===== src/rtl/axi_rd_burst_issuer.sv =====
// ---------------------------------------------------------------------------
// axi_rd_burst_issuer
//
// Purpose:
//    Read-side AXI4 burst engine for the VDMA read path. It takes full or
//    tail burst requests from the read FIFO status controller, issues one
//    INCR burst per request on the AR channel, streams the returned R beats
//    into the read FIFO and reports acceptance (resp) and completion (done)
//    back to the controller. It also owns the per-frame address pointer and
//    the count of beats still to be read in the frame. That count is
//    reported back to the controller as tail_status/tail_len.
//
//    Every beat is a full-width beat (AxSIZE = log2(DATA_WIDTH/8), 3'b101
//    for 256-bit data) of an INCR burst. Both are fixed, so there are no
//    size or burst-type ports. The pointer therefore advances by
//    len * (DATA_WIDTH/8) bytes per burst.
//
// Ports:
//    clock, rst_n              system clock, asynchronous active-low reset
//    base_addr, fsync          frame base byte address, frame start pulse
//    burst_req, tail_req       full / tail burst request (level, held until resp)
//    req_len                   beats requested, valid with the request
//    resp, done                1-cycle pulses: request taken / burst received
//    tail_status, tail_len     remaining beats < BURST_LEN, remaining beats
//    araddr, arlen, arvalid    AXI AR channel outputs
//    arready                   AXI AR channel ready
//    rdata, rvalid, rlast      AXI R channel inputs
//    rready                    AXI R channel ready
//    fifo_wr_en, fifo_wr_data  read FIFO write port
// ---------------------------------------------------------------------------
module axi_rd_burst_issuer #(
   parameter int ADDR_WIDTH  = 32,
   parameter int DATA_WIDTH  = 256,
   parameter int LSIZE       = 9,
   parameter int BURST_LEN   = 100,
   parameter int FRAME_BEATS = 250
) (
   input  logic                  clock,
   input  logic                  rst_n,
   input  logic [ADDR_WIDTH-1:0] base_addr,
   input  logic                  fsync,
   input  logic                  burst_req,
   input  logic                  tail_req,
   input  logic [LSIZE-1:0]      req_len,
   output logic                  resp,
   output logic                  done,
   output logic                  tail_status,
   output logic [LSIZE-1:0]      tail_len,
   output logic [ADDR_WIDTH-1:0] araddr,
   output logic [7:0]            arlen,
   output logic                  arvalid,
   input  logic                  arready,
   input  logic [DATA_WIDTH-1:0] rdata,
   input  logic                  rvalid,
   input  logic                  rlast,
   output logic                  rready,
   output logic                  fifo_wr_en,
   output logic [DATA_WIDTH-1:0] fifo_wr_data
);

   // Bytes moved per beat, and the width of the per-frame beat counter.
   // FRAME_BEATS is always below 2^20.
   localparam int BPB = DATA_WIDTH / 8;
   localparam int RW  = 20;

   typedef enum logic [1:0] {
      IDLE,
      AR,
      RDATA,
      ZERO
   } state_t;

   state_t                state_q;
   logic [ADDR_WIDTH-1:0] addrPtr_q;
   logic [RW-1:0]         remain_q;
   logic [LSIZE-1:0]      len_q;
   logic                  fsyncPend_q;
   logic [ADDR_WIDTH-1:0] baseLatch_q;
   logic                  resp_q;
   logic                  done_q;
   logic [ADDR_WIDTH-1:0] araddr_q;
   logic [7:0]            arlen_q;
   logic                  arvalid_q;
   logic                  rready_q;
   logic                  fifoWrEn_q;
   logic [DATA_WIDTH-1:0] fifoWrData_q;
   logic                  tailStatus_q;
   logic [LSIZE-1:0]      tailLen_q;

   logic [ADDR_WIDTH-1:0] addrPtr_d;
   logic [RW-1:0]         remain_d;
   logic                  rBeat;

   // Pointer and remaining-count values that are committed when the AR
   // handshake completes. The pointer wraps modulo 2^ADDR_WIDTH. The
   // remaining count saturates at zero, so an oversized tail request
   // cannot wrap it around to a large value.
   always_comb begin
      addrPtr_d = addrPtr_q + ADDR_WIDTH'(len_q) * ADDR_WIDTH'(BPB);
      if (remain_q < RW'(len_q)) begin
         remain_d = '0;
      end else begin
         remain_d = remain_q - RW'(len_q);
      end
      rBeat = rvalid & rready_q;
   end

   // The main controller: state, frame bookkeeping and every output is
   // registered in this one block.
   //
   // resp/done are single-cycle pulses, so they default to 0 each cycle.
   // The FIFO write strobe simply follows accepted R beats one cycle later.
   //
   // An fsync seen outside IDLE is only remembered (with the base address it
   // arrived with), so the in-flight burst always finishes on AXI. The
   // pointer reset is applied on the first IDLE cycle after the burst.
   //
   // In IDLE a frame restart takes priority over a request. The request
   // stays held by the controller and is taken on the following cycle.
   always_ff @(posedge clock or negedge rst_n) begin
      if (!rst_n) begin
         state_q      <= IDLE;
         addrPtr_q    <= '0;
         remain_q     <= RW'(FRAME_BEATS);
         len_q        <= '0;
         fsyncPend_q  <= 1'b0;
         baseLatch_q  <= '0;
         resp_q       <= 1'b0;
         done_q       <= 1'b0;
         araddr_q     <= '0;
         arlen_q      <= '0;
         arvalid_q    <= 1'b0;
         rready_q     <= 1'b0;
         fifoWrEn_q   <= 1'b0;
         fifoWrData_q <= '0;
         tailStatus_q <= 1'b0;
         tailLen_q    <= '0;
      end else begin
         resp_q       <= 1'b0;
         done_q       <= 1'b0;
         fifoWrEn_q   <= rBeat;
         if (rBeat) begin
            fifoWrData_q <= rdata;
         end
         tailStatus_q <= (remain_q < RW'(BURST_LEN));
         tailLen_q    <= remain_q[LSIZE-1:0];

         if (fsync && (state_q != IDLE)) begin
            fsyncPend_q <= 1'b1;
            baseLatch_q <= base_addr;
         end

         case (state_q)
            IDLE: begin
               if (fsyncPend_q || fsync) begin
                  addrPtr_q   <= fsync ? base_addr : baseLatch_q;
                  remain_q    <= RW'(FRAME_BEATS);
                  fsyncPend_q <= 1'b0;
               end else if (burst_req || tail_req) begin
                  len_q <= req_len;
                  if (req_len == '0) begin
                     resp_q  <= 1'b1;
                     state_q <= ZERO;
                  end else begin
                     araddr_q  <= addrPtr_q;
                     arlen_q   <= 8'(req_len - LSIZE'(1));
                     arvalid_q <= 1'b1;
                     state_q   <= AR;
                  end
               end
            end

            AR: begin
               if (arready) begin
                  arvalid_q <= 1'b0;
                  resp_q    <= 1'b1;
                  addrPtr_q <= addrPtr_d;
                  remain_q  <= remain_d;
                  rready_q  <= 1'b1;
                  state_q   <= RDATA;
               end
            end

            RDATA: begin
               if (rBeat && rlast) begin
                  rready_q <= 1'b0;
                  done_q   <= 1'b1;
                  state_q  <= IDLE;
               end
            end

            ZERO: begin
               done_q  <= 1'b1;
               state_q <= IDLE;
            end

            default: begin
               state_q <= IDLE;
            end
         endcase
      end
   end

   assign resp         = resp_q;
   assign done         = done_q;
   assign araddr       = araddr_q;
   assign arlen        = arlen_q;
   assign arvalid      = arvalid_q;
   assign rready       = rready_q;
   assign fifo_wr_en   = fifoWrEn_q;
   assign fifo_wr_data = fifoWrData_q;
   assign tail_status  = tailStatus_q;
   assign tail_len     = tailLen_q;

endmodule


===== config.mk =====
export PLATFORM = sky130hd
export DESIGN_NAME = axi_rd_burst_issuer
export DESIGN_NICKNAME = d
export VERILOG_FILES = /design/src/rtl/axi_rd_burst_issuer.sv
export SDC_FILE = /design/constraint.sdc
export NUM_CORES = 1
export LEC_CHECK = 0
export BUFFER_PORTS_ARGS = -buffer_cell sky130_fd_sc_hd__buf_2
export CORE_AREA = 10 10 232 234
export DETAILED_ROUTE_END_ITERATION = 8
export DIE_AREA = 0 0 242 244
export SKIP_LAST_GASP = 1
export SLEW_MARGIN = 20
export SYNTH_ARGS = -nofsm -noshare
export SYNTH_HDL_FRONTEND = slang
export SYNTH_SLANG_ARGS = --single-unit

===== constraint.sdc =====
create_clock -name clock -period 3.2 [get_ports clock]
set_input_delay 0.32 -clock clock [delete_from_list [all_inputs] [get_ports clock]]
set_output_delay 0.32 -clock clock [all_outputs]
set_load 0.05 [all_outputs]

After elaboration in Yosys (flattened, before gate mapping)
Cells that the tools add are included.
{"block": "totals", "inputBits": 305, "regBits": 407, "out_inout_bits": 311}
{"block": "classes", "n_lt_le_gt_ge": 2, "n_addsub": 3, "muxes": 32, "eq_ne": 9, "bitwise": 3, "n_reduce_logical": 15}
{"op": "two-way mux 32 bit", "n": 3}
{"op": "case mux 32 bit (2 select lines)", "n": 1}
{"op": "two-way mux 20 bit", "n": 3}
{"op": "case mux 20 bit (2 select lines)", "n": 1}
{"op": "adder 32 x 14 -> 32 bit", "n": 1}
{"op": "< comparator 20 x 7 -> 1 bit, second input constant", "n": 1}
{"op": "< comparator 20 x 9 -> 1 bit", "n": 1}
{"op": "subtractor 20 x 9 -> 20 bit", "n": 1}
{"op": "two-way mux 1 bit", "n": 14}
{"op": "!= test 2 bit, second input constant", "n": 6}
{"op": "two-way mux 2 bit", "n": 5}
{"op": "zero test 9 bit", "n": 1}
{"op": "AND reduction 3 bit", "n": 3}
{"op": "case mux 1 bit (2 select lines)", "n": 4}
{"op": "case mux 2 bit (4 select lines)", "n": 1}
{"op": "AND reduction 4 bit", "n": 2}
{"op": "subtractor 8 x 1 -> 8 bit, second input constant", "n": 1}
{"op": "nonzero test 2 bit", "n": 3}
{"op": "AND reduction 5 bit", "n": 1}
{"op": "equality test 2 bit, second input constant", "n": 2}
{"op": "equality test 2 x 1 -> 1 bit, second input constant", "n": 1}
{"op": "logical AND 1 bit", "n": 2}
{"op": "zero test 2 bit", "n": 1}
{"op": "logical OR 1 bit", "n": 2}
{"op": "2 further kinds", "n": 3}

Depth between registers and ports, before layout
Gate-level depths: netlist of the first run.
{"block": "depth", "depth_word": 5, "ltp_mapped": 10}

Least setup slack after synthesis of the first run
Ideal clock, no wire load.
{"block": "synth_timing", "kind": "reg-to-reg", "startpoint": "reg remain_q[0]", "endpoint": "reg remain_q[10]", "stages_incl_launch_ff": 11, "setup_ps": 130, "t_required_ps": 3070, "path_buffers": 0, "arrival_ps": 2257, "path_slack_ps": 814, "cell_sequence": "dfrtp_1 -> inv_1 -> ha_1 -> inv_1 -> fa_1 -> a211oi_2 -> nor3_1 -> o31ai_2 -> nand2_2 -> a21oi_4 -> nor2_2"}
{"block": "synth_via", "elab_chain_cells": 4, "elab_cells_between_ends": 5, "cone_classes": "add/sub (1); order compare (1); mux (3)"}
{"element": "start, declared", "line": "75", "text": "logic [RW-1:0] remain_q;"}
{"element": "start signal, assigned", "line": "124", "text": "remain_q <= RW'(FRAME_BEATS);"}
{"element": "start signal, assigned", "line": "157", "text": "remain_q <= RW'(FRAME_BEATS);"}
{"element": "start signal, assigned", "line": "178", "text": "remain_q <= remain_d;"}
{"element": "subtractor 20 x 9 -> 20 bit / < comparator 20 x 9 -> 1 bit (equally long branches)", "line": "103, 100"}
{"element": "two-way mux 20 bit (*)", "line": "100", "text": "if (remain_q < RW'(len_q)) begin"}
{"element": "two-way mux 20 bit (*)", "line": "174", "text": "if (arready) begin"}
{"element": "case mux 20 bit (2 select lines) (*)", "line": "153", "text": "case (state_q)"}
Mark *: on every way between the ends. The rest lies on a longest branch, timed or not. The select of a mux whose other input is x is not followed.
A chain may end at the register's enable or synchronous reset.

Worst setup path after layout of the first run
{"block": "layout_timing", "startpoint": "reg remain_q[0]", "endpoint": "reg remain_q[19]"}
The elaborated chain is that of the path after synthesis.

==> results.json, run 1 <==
{
  "run_status": "finished clean",
  "syn_avg_cell_area_sq_um": 13.8,
  "drv_slew": 0,
  "rr_startpoint": "remain_q[0]",
  "crit_path_start": "remain_q[0]",
  "clock_latency_ns": 0.57,
  "fin_crit_sh_pct": 85.4,
  "track_usage_pct": 22.2,
  "hold_violations": 0,
  "grt_pass1_wl_mm": 99.6,
  "synthFlopType": "dfrtp_1",
  "cp_data_required_time_ns": 3.63,
  "r2r_end": "remain_q[19]",
  "drc": 0,
  "power_frac_comb_pct": 54.3,
  "port_buffers": 615,
  "first_iter_violations": 796,
  "p_sw_uw": 15900,
  "gp_congestion": 0.878,
  "ys_seq_area_share_pct": 59.7,
  "vias": 13889,
  "tightest_slew_ns": 0.809,
  "synth_warnings": 0,
  "syn_area_sq_mm": 0.0171,
  "seq_area_sq_mm": 0.0102,
  "tns_ns": 0,
  "hold_path_class": "in2reg",
  "pre_cts_slack_ns": 0.473,
  "p_int_uw": 16300,
  "initial_core_util_pct": 34.5,
  "core_sq_mm": 0.0495,
  "setup_viol": 0,
  "grt_pass1_vias": 14471,
  "peakVddDrop_mv": 0.642,
  "crit_fanout": 9,
  "final.setup.worst_slack_ns": 0.469,
  "cts_resized": 0,
  "period_needed_ns": 2.73,
  "holdPathStages": 2,
  "gr-total-overflow": 0,
  "path_clk_slew_ns": 0.06,
  "hold_end": "baseLatch_q[7]",
  "fillerInstances": 4344,
  "nets": 2445,
  "numCtsBuffers": 46,
  "total_power_uw": 32200,
  "holdWs_ns": 0.0301,
  "clock_power_share_pct": 17.1,
  "clock_path_buffers": 3,
  "grt_max_degree": 69,
  "pwr_density_cell_mw_per_mm2": 1280,
  "antenna_found_initial": 16,
  "post_cts_buffers": 0,
  "drive_gt1_share_pct": 48.8,
  "skew_ns": 0.0175,
  "hold_buffers": 257,
  "row_count": 82,
  "rsz0062_at_grt": "false",
  "reg2reg_slack_ns": 0.47,
  "die_h_microns": 244,
  "cts_tree": "done",
  "multi_input_comb_area_sq_mm": 0.00652,
  "fp.dieW_microns": 242,
  "yosysTopAreaCellShare_pct": 58.8,
  "p_sw_share_pct": 49.5,
  "end_kind": "flip-flop",
  "synth.largest_area_cell": "dfrtp_1",
  "crit_type": "reg2reg",
  "design.die.area_sq_mm": 0.0590,
  "cap_violations": 0,
  "wire_per_inst_microns": 23.9,
  "max_freq_mhz": 366,
  "utilization_pct": 50.9,
  "critPathArrivalTime_ns": 3.16,
  "ys_types": 73,
  "cts.htree.levels": 2,
  "synth_seq_cells": 407,
  "ios": 616,
  "detail-route-antenna-nets": 0,
  "yosys-top-cells-area": "dfrtp_1, mux2_2, mux2_1",
  "synth-async-reset-ratio_pct": 100,
  "cts-root-buf": "clkbuf_16",
  "drt_wl_total_mm": 67.7,
  "p_seq_share_pct": 28.7,
  "power.leakage_uw": 0.0117,
  "hpwl_mm": 52.2,
  "hp-start": "base_addr[7]",
  "syn-num-nets": 1565,
  "synth_cells": 1238,
  "relSlewSlack_pct": 46.0,
  "cp-start-kind": "flip-flop",
  "vias_per_cell": 4.90,
  "synth-edff-count": 0,
  "syn_to_final_growth_pct": 47.5,
  "cts.sinks": 407,
  "drt_pass1_iterations": 5,
  "r2r_cells": 10
}
-- state kept, by name, summed over array words and instances (netlist names) --
signal        count
fifo_wr_en        1
tail_status       1
baseLatch_q      32
state_q           2
fifo_wr_data    256
resp              1
len_q             9
addrPtr_q        32
rready            1
done              1
fsyncPend_q       1
araddr           32
remain_q         20
arlen             8
tail_len          9
arvalid           1
-- cell families after synthesis --
family	share of synthesized area, %
compound gates	6.21
xor+xnor	1.33
fa+ha+maj	1.70
buf+inv	2.18
flops	59.7
mux	23.2
simple gates	5.65
-- cell type report --
cell class,count,area share (%)
Inverter,21,0.313
Clock buffer,71,5.47
Tap cell,672,3.34
Timing Repair Buffer,896,23.6
Multi-Input combinational cell,746,25.9
Clock inverter,13,0.771
Sequential cell,407,40.5
Antenna cell,8,0.0796
-- metal layers --
| metal | GRT usage [%] | vias to the layer above | part of all wire (%) |
|---|---|---|---|
| li1 | - | 6230 | - |
| met1 | 28.4 | 7001 | 42 |
| met2 | 35.9 | 555 | 48 |
| met3 | 7.39 | 97 | 8.5 |
| met4 | 5.31 | 6 | 2.1 |
| met5 | 0 | - | 0.050 |
-- layout by cell type, fill, tap and decap left out, drive strengths merged, types with 20 or more instances in the layout --
cell type    count
mux2i           24
dfrtp          401
mux2           330
buf            639
inv             22
nand2           48
ha              20
clkbuf          71
nor2            57
a21oi           47
o21ai           37
dlygate4sd3    257
-- worst max-delay path by stage --
stage,to,slack [ns],cells past startpoint
floorplan,remain_q[10],0.81,10
global placement,remain_q[14],0.55,10
finish,remain_q[19],0.47,10
detailed placement,remain_q[14],0.47,10
global route,remain_q[14],0.26,10
CTS,remain_q[14],0.46,10
-- synth_stat cells, types with 3 or more instances --
library cell,count
a211oi_1,12
a21o_1,5
a21oi_1,45
a22oi_1,3
a311oi_1,6
and2_1,4
and3_1,5
buf_1,4
buf_2,33
buf_4,3
clkbuf_1,24
dfrtp_1,401
dfstp_2,6
ha_1,20
inv_1,20
mux2_1,29
mux2_2,301
mux2i_1,24
nand2_1,47
nand2b_1,5
nand3_1,16
nand3b_1,3
nand4_1,4
nor2_1,47
nor2_2,10
nor2b_1,7
nor3_1,17
nor4_1,3
nor4_2,3
o2111ai_1,3
o211ai_1,4
o21a_1,5
o21ai_0,30
o21ai_1,6
o22ai_1,4
o41ai_1,4
or4_1,3
xnor2_1,18
xor2_1,8
-- per-stage QoR --
stage                     area (sq um)  std cells
final                            25200       2834
after CTS                        25100       2826
after global placement           21000       2485
after global routing             25200       2830
after floorplan                  17100       1238
after detailed placement         21000       2485
-- power by group through the flow --
stage | clock network [uW] | registers, uW | logic, uW
6_report | 5490 | 9220 | 17500
5_1_grt | 5840 | 9540 | 18400
4_1_cts | 5630 | 9180 | 17500
3_5_place_dp | 0 | 9260 | 17200
3_3_place_gp | 0 | 9120 | 17100
2_1_floorplan | 0 | 15900 | 5660
-- critical path, cell delays in order, from the launching register on --
cell,delay (ns)
dfrtp_1,0.40
inv_1,0.07
ha_1,0.16
inv_1,0.06
fa_1,0.44
a211oi_2,0.23
nor3_1,0.12
o31ai_2,0.39
nand2_2,0.24
a21oi_4,0.41
nor2_2,0.07
Note: power is estimated with default switching activity, not from simulation.
==> inputs of run 2 (changes only) <==
--- a/config.mk
+++ b/config.mk
@@ -9,6 +9,7 @@
 export CORE_AREA = 10 10 232 234
 export DETAILED_ROUTE_END_ITERATION = 8
 export DIE_AREA = 0 0 242 244
+export REMOVE_ABC_BUFFERS = 1
 export SKIP_LAST_GASP = 1
 export SLEW_MARGIN = 20
 export SYNTH_ARGS = -nofsm -noshare
==> run 2 against run 1 <==
Net effect: clock skew shrank 0.0039 ns; via count is 0.87% higher; largest power group unchanged; largest cell class unchanged; clock power about the same; worst setup slack improved by 0.024 ns; cell area is 1.1% higher; sequential power is essentially flat; register-to-register slack gained 0.02 ns; first-iteration DRC count grew 4.5%; die area stayed put; cell count up 1.2%; non-clock buffer count rose by 22.
==> results.json, run 2 (synthesized netlist as in run 1, its figures left out) <==
{
  "run_status": "finished clean",
  "cts.sinks": 407,
  "final_cell_mix": "buf_2, dfrtp_1, mux2_2",
  "final_cell_area_sq_mm": 0.0255,
  "critPathArrivalTime_ns": 3.14,
  "first_iter_violations": 832,
  "largest_register_ffs": 256,
  "clock_latency_ns": 0.56,
  "clock_power_share_pct": 17.1,
  "drt_wl_total_mm": 66.8,
  "placed_area_sq_mm": 0.0210,
  "fp.dieW_microns": 242,
  "fillerInstances": 4233,
  "pwr_density_cell_mw_per_mm2": 1260,
  "mostFrequentLayoutCell": "buf_2",
  "hold_violations": 0,
  "drt_pass1_iterations": 5,
  "numCtsBuffers": 47,
  "initial_core_util_pct": 34.5,
  "gp_congestion": 0.892,
  "wire_per_inst_microns": 23.3,
  "power_frac_comb_pct": 54.2,
  "die_h_microns": 244,
  "p_seq_share_pct": 28.7,
  "nets": 2468,
  "relSlewSlack_pct": 36.8,
  "cts_tree": "done",
  "period_needed_ns": 2.71,
  "cts_resized": 0,
  "vias": 14010,
  "setup_viol": 0,
  "p_sw_share_pct": 49.5,
  "end_kind": "flip-flop",
  "rr_startpoint": "remain_q[0]",
  "cp_data_required_time_ns": 3.64,
  "detail-route-antenna-nets": 0,
  "vias_per_cell": 4.89,
  "row_count": 82,
  "cp-start-kind": "flip-flop",
  "grt_pass1_vias": 14696,
  "design.die.area_sq_mm": 0.0590,
  "crit_fanout": 9,
  "max_freq_mhz": 369,
  "path_clk_slew_ns": 0.06,
  "holdWs_ns": 0.0439,
  "p_int_uw": 16300,
  "drive_gt1_share_pct": 48.6,
  "cts.htree.levels": 2,
  "core_sq_mm": 0.0495,
  "drv_slew": 0,
  "hpwl_mm": 50.4,
  "rsz0062_at_grt": "false",
  "skew_ns": 0.0137,
  "hp-start": "rlast",
  "antenna_found_initial": 27,
  "tightest_slew_ns": 0.947,
  "multi_input_comb_area_sq_mm": 0.00653,
  "crit_type": "reg2reg",
  "syn_to_final_growth_pct": 49.2,
  "fin_crit_sh_pct": 84.6,
  "peakVddDrop_mv": 0.607,
  "grt_pass1_wl_mm": 98.6,
  "port_buffers": 615,
  "track_usage_pct": 21.8,
  "crit_path_start": "remain_q[0]",
  "cts-root-buf": "clkbuf_16",
  "clock_path_buffers": 3,
  "drc": 0,
  "seq_area_sq_mm": 0.0102,
  "gr-total-overflow": 0,
  "cap_violations": 0,
  "power.leakage_uw": 0.0118,
  "hold_path_class": "in2reg",
  "grt_max_degree": 85,
  "p_sw_uw": 15900,
  "ios": 616
}
## run 2: worst max-delay path, cell delays in order (launching register included)
cell and delay (ns):
dfrtp_1 0.39, inv_1 0.07, ha_1 0.17, inv_1 0.06, fa_1 0.43, a211oi_2 0.25
nor3_1 0.14, o31ai_2 0.38, nand2_2 0.23, a21oi_4 0.41, nor2_2 0.07
## run 2: timing repair
item | 4_1_cts | 5_1_grt
hold buffers | 281 | 0
buffers inserted | 0 | 0
endpoints found under the hold margin | 345 | 0
## run 2: power by group through the flow
stage               Sequential (uW)  Clock [uW]  Combinational (uW)
finish                         9240        5510               17400
global route                   9550        5830               18400
detailed placement             9270           0               17100
CTS                            9190        5670               17500
floorplan                     15900           0                5830
global placement               9140           0               17000
## run 2: routing by layer
layer / up-vias / GRT usage (%) / share of wire (%)
met5: - / 0 / 0.10
met4: 12 / 6.97 / 3.1
met3: 122 / 7.10 / 7.7
met2: 515 / 37.6 / 51
met1: 7071 / 25.2 / 38
li1: 6290 / - / -
## run 2: metrics by stage
stage                     total power (uW)   TNS, ns  utilization, %  std cells  setup slack (ns)
after floorplan                      21800  -1101.50               -       1174             -4.27
after global placement               26100         0            42.5       2483             0.532
after detailed placement             26400         0            42.5       2483             0.495
after CTS                            32300         0            51.4       2849             0.493
after global routing                 33800         0            51.5       2865             0.304
final                                32200         0            51.5       2867             0.493
## run 2: cell type report
cell class                      instances  share of cell area (%)
Antenna cell                           18                   0.177
Clock buffer                           65                    5.40
Clock inverter                         20                   0.880
Inverter                               21                   0.310
Multi-Input combinational cell        746                    25.7
Sequential cell                       407                    40.0
Tap cell                              672                    3.30
Timing Repair Buffer                  918                    24.2
## run 2: final timing paths
kind / endpoint / slack [ns] / depth (start not counted)
min reg2reg: tail_len[0] / 0.41 / 0
min in group asynchronous: araddr[3] / 0.31 / 2
max reg2reg: remain_q[18] / 0.49 / 10
min: done / 0.04 / 3
max: remain_q[18] / 0.49 / 10
max in group asynchronous: fifo_wr_data[139] / 1.93 / 3
==> inputs of run 3 (changes only) <==
--- a/config.mk
+++ b/config.mk
@@ -5,10 +5,11 @@
 export SDC_FILE = /design/constraint.sdc
 export NUM_CORES = 1
 export LEC_CHECK = 0
+export ABC_AREA = 1
 export BUFFER_PORTS_ARGS = -buffer_cell sky130_fd_sc_hd__buf_2
-export CORE_AREA = 10 10 232 234
+export CORE_AREA = 10 10 233 235
 export DETAILED_ROUTE_END_ITERATION = 8
-export DIE_AREA = 0 0 242 244
+export DIE_AREA = 0 0 243 245
 export REMOVE_ABC_BUFFERS = 1
 export SKIP_LAST_GASP = 1
 export SLEW_MARGIN = 20
==> constraint.sdc (replaced) <==
create_clock -name clock -period 2.3 [get_ports clock]
set_input_delay 0.23 -clock clock [delete_from_list [all_inputs] [get_ports clock]]
set_output_delay 0.23 -clock clock [all_outputs]
set_load 0.05 [all_outputs]
==> run 3 against run 2 <==
Net effect: cell area grew 3.9%; combinational power grew 22%; count of clock-buffer cells in the layout rose by 5; non-clock buffer count increased by 27; synthesized area increased by 4.2%; sequential share of layout area is 1.5 points lower; die area increased by 0.82%; wire length increased by 9.7%; clock skew grew 0.0066 ns; utilization grew 1.8 points.
==> results.json, run 3 <==
{
  "synth-async-reset-ratio_pct": 100,
  "synthTopCellsByCount": "nand2_1, dfrtp_1, inv_1",
  "utilization_pct": 53.3,
  "design.die.area_sq_mm": 0.0595,
  "p_sw_uw": 20800,
  "ys_types": 42,
  "crit_fanout": 7,
  "skew_ns": 0.0202,
  "pwr_density_cell_mw_per_mm2": 1550,
  "relSlewSlack_pct": 52.3,
  "tightest_slew_ns": 0.714,
  "antenna_found_initial": 27,
  "die_h_microns": 245,
  "numCtsBuffers": 47,
  "met1_length_mm": 27.3,
  "wire_per_inst_microns": 19.2,
  "synth-edff-count": 0,
  "clock_power_share_pct": 18.9,
  "run_status": "finished clean",
  "initial_core_util_pct": 35.8,
  "grt_pass1_vias": 18285,
  "synthFlopType": "dfrtp_1",
  "power_frac_comb_pct": 52.0,
  "gr-total-overflow": 0,
  "p_int_uw": 20200,
  "ios": 616,
  "synth.largest_area_cell": "dfrtp_1",
  "clock_latency_ns": 0.58,
  "core_sq_mm": 0.0497,
  "path_clk_slew_ns": 0.06,
  "dp.cells": 3404,
  "max_freq_mhz": 468,
  "synth_warnings": 0,
  "final_cell_area_sq_mm": 0.0264,
  "cts.sinks": 407,
  "power.leakage_uw": 0.0145,
  "critPathArrivalTime_ns": 2.60,
  "gp_congestion": 0.937,
  "hold_violations": 0,
  "synth.most_common_cell": "nand2_1",
  "nets": 3407,
  "wl_met2_mm": 36.8,
  "drc": 0,
  "row_count": 82,
  "p_sw_share_pct": 50.8,
  "yosys-top-cells-area": "dfrtp_1, nand2_1, o21ai_0",
  "syn_avg_cell_area_sq_um": 8.17,
  "crit_type": "reg2reg",
  "rsz0062_at_grt": "true",
  "fillerInstances": 4587,
  "synth_seq_cells": 407,
  "vias_per_cell": 4.72,
  "peakVddDrop_mv": 0.823,
  "synth_cells": 2176,
  "drt_pass1_iterations": 5,
  "track_usage_pct": 23.8,
  "clock_path_buffers": 3,
  "largest_register_ffs": 256,
  "setup_viol": 0,
  "wl_met3_mm": 6.63,
  "final_cells": 3814,
  "vias": 18005,
  "ys_seq_area_share_pct": 57.3,
  "drt_wl_total_mm": 73.3,
  "final_cell_mix": "nand2_1, buf_2, dfrtp_1",
  "grt_pass1_wl_mm": 111,
  "detail-route-antenna-nets": 0,
  "p_seq_share_pct": 29.1,
  "syn_area_sq_mm": 0.0178,
  "fin_crit_sh_pct": 92.9,
  "yosysTopAreaCellShare_pct": 56.4,
  "hpwl_mm": 53.9,
  "port_buffers": 615,
  "placed_area_sq_mm": 0.0218,
  "cts_tree": "done",
  "fp.dieW_microns": 243,
  "hold_path_class": "in2reg",
  "cp_data_required_time_ns": 2.76,
  "end_kind": "flip-flop",
  "cap_violations": 0,
  "cp-start-kind": "flip-flop",
  "mostFrequentLayoutCell": "nand2_1",
  "highest_layer": "met5",
  "first_iter_violations": 1178,
  "syn_to_final_growth_pct": 48.7,
  "grt_max_degree": 134,
  "holdWs_ns": 0.0424,
  "drv_slew": 0,
  "period_needed_ns": 2.14,
  "cts.htree.levels": 2,
  "drive_gt1_share_pct": 24.6,
  "cts-root-buf": "clkbuf_16"
}
## run 3: final cells by class
cell class / instances / area [sq um] / area share (%)
sequential: 407 / 10200 / 38.5
multi-input combinational: 1538 / 6700 / 25.3
timing repair buffer: 945 / 6510 / 24.6
clock buffer: 70 / 1420 / 5.35
tap: 672 / 841 / 3.18
inverter: 141 / 537 / 2.03
clock inverter: 15 / 186 / 0.705
antenna: 26 / 65.1 / 0.246
## run 3: final timing paths
kind	startpoint	end	slack, ns	depth (start not counted)
max	remain_q[0]	remain_q[8]	0.16	13
min	req_len[7]	arlen[7]	0.04	3
max reg2reg	remain_q[0]	remain_q[8]	0.16	13
min reg2reg	remain_q[0]	tail_len[0]	0.38	0
max in group asynchronous	rst_n	fifo_wr_data[234]	1.31	4
min in group asynchronous	rst_n	tail_len[6]	0.07	2
## run 3: stage by stage
step | worst slack, ns | setup TNS [ns] | total power [uW]
2_1_floorplan | -8.87 | -2223.62 | 26300
3_3_place_gp | 0.153 | 0 | 32600
3_5_place_dp | 0.0615 | 0 | 32800
4_1_cts | 0.0605 | 0 | 41200
5_1_grt | -0.0189 | -0.0227 | 43600
6_report | 0.164 | 0 | 41000
## run 3: cells by family after synthesis
logic type | count (synthesis) | share of synthesized area [%]
and+or+nand+nor | 1318 | 29.1
adders and majority gates | 22 | 1.63
AOI/OAI and AO/OA | 166 | 5.07
DFF | 407 | 57.3
buffers and inverters | 231 | 5.13
xor gates and xnor gates | 18 | 0.887
muxes | 14 | 0.887
## run 3: power by group through the flow
stage	sequential [uW]	clock, uW	combinational (uW)
floorplan	18900	0	7400
global placement	11900	0	20800
detailed placement	12000	0	20800
CTS	11900	7960	21300
global route	12300	8260	23000
finish	11900	7730	21300
## run 3: worst max-delay path, cell delays in order, from the launching register on
cell and delay, ns:
dfrtp_1 0.38, inv_1 0.08, ha_1 0.14, inv_1 0.05, fa_1 0.44, nand3_1 0.10
nand2_1 0.11, nand2_1 0.08, nand2_1 0.07, nand2_1 0.08, nand3_2 0.09, buf_4 0.19
nand2_1 0.13, o21ai_0 0.09
## run 3: metal layers
| metal | vias to the layer above | GRT usage, % |
|---|---|---|
| li1 | 8593 | - |
| met1 | 8551 | 27.1 |
| met2 | 691 | 40.6 |
| met3 | 166 | 7.98 |
| met4 | 4 | 9.58 |
| met5 | - | 0 |
## run 3: timing repair
action / 4_1_cts / 5_1_grt
gates resized for setup: 0 / 4
setup buffers: 0 / 1
hold buffers: 298 / 0
endpoints found under the hold margin: 653 / 0
setup endpoints to repair: 0 / 18
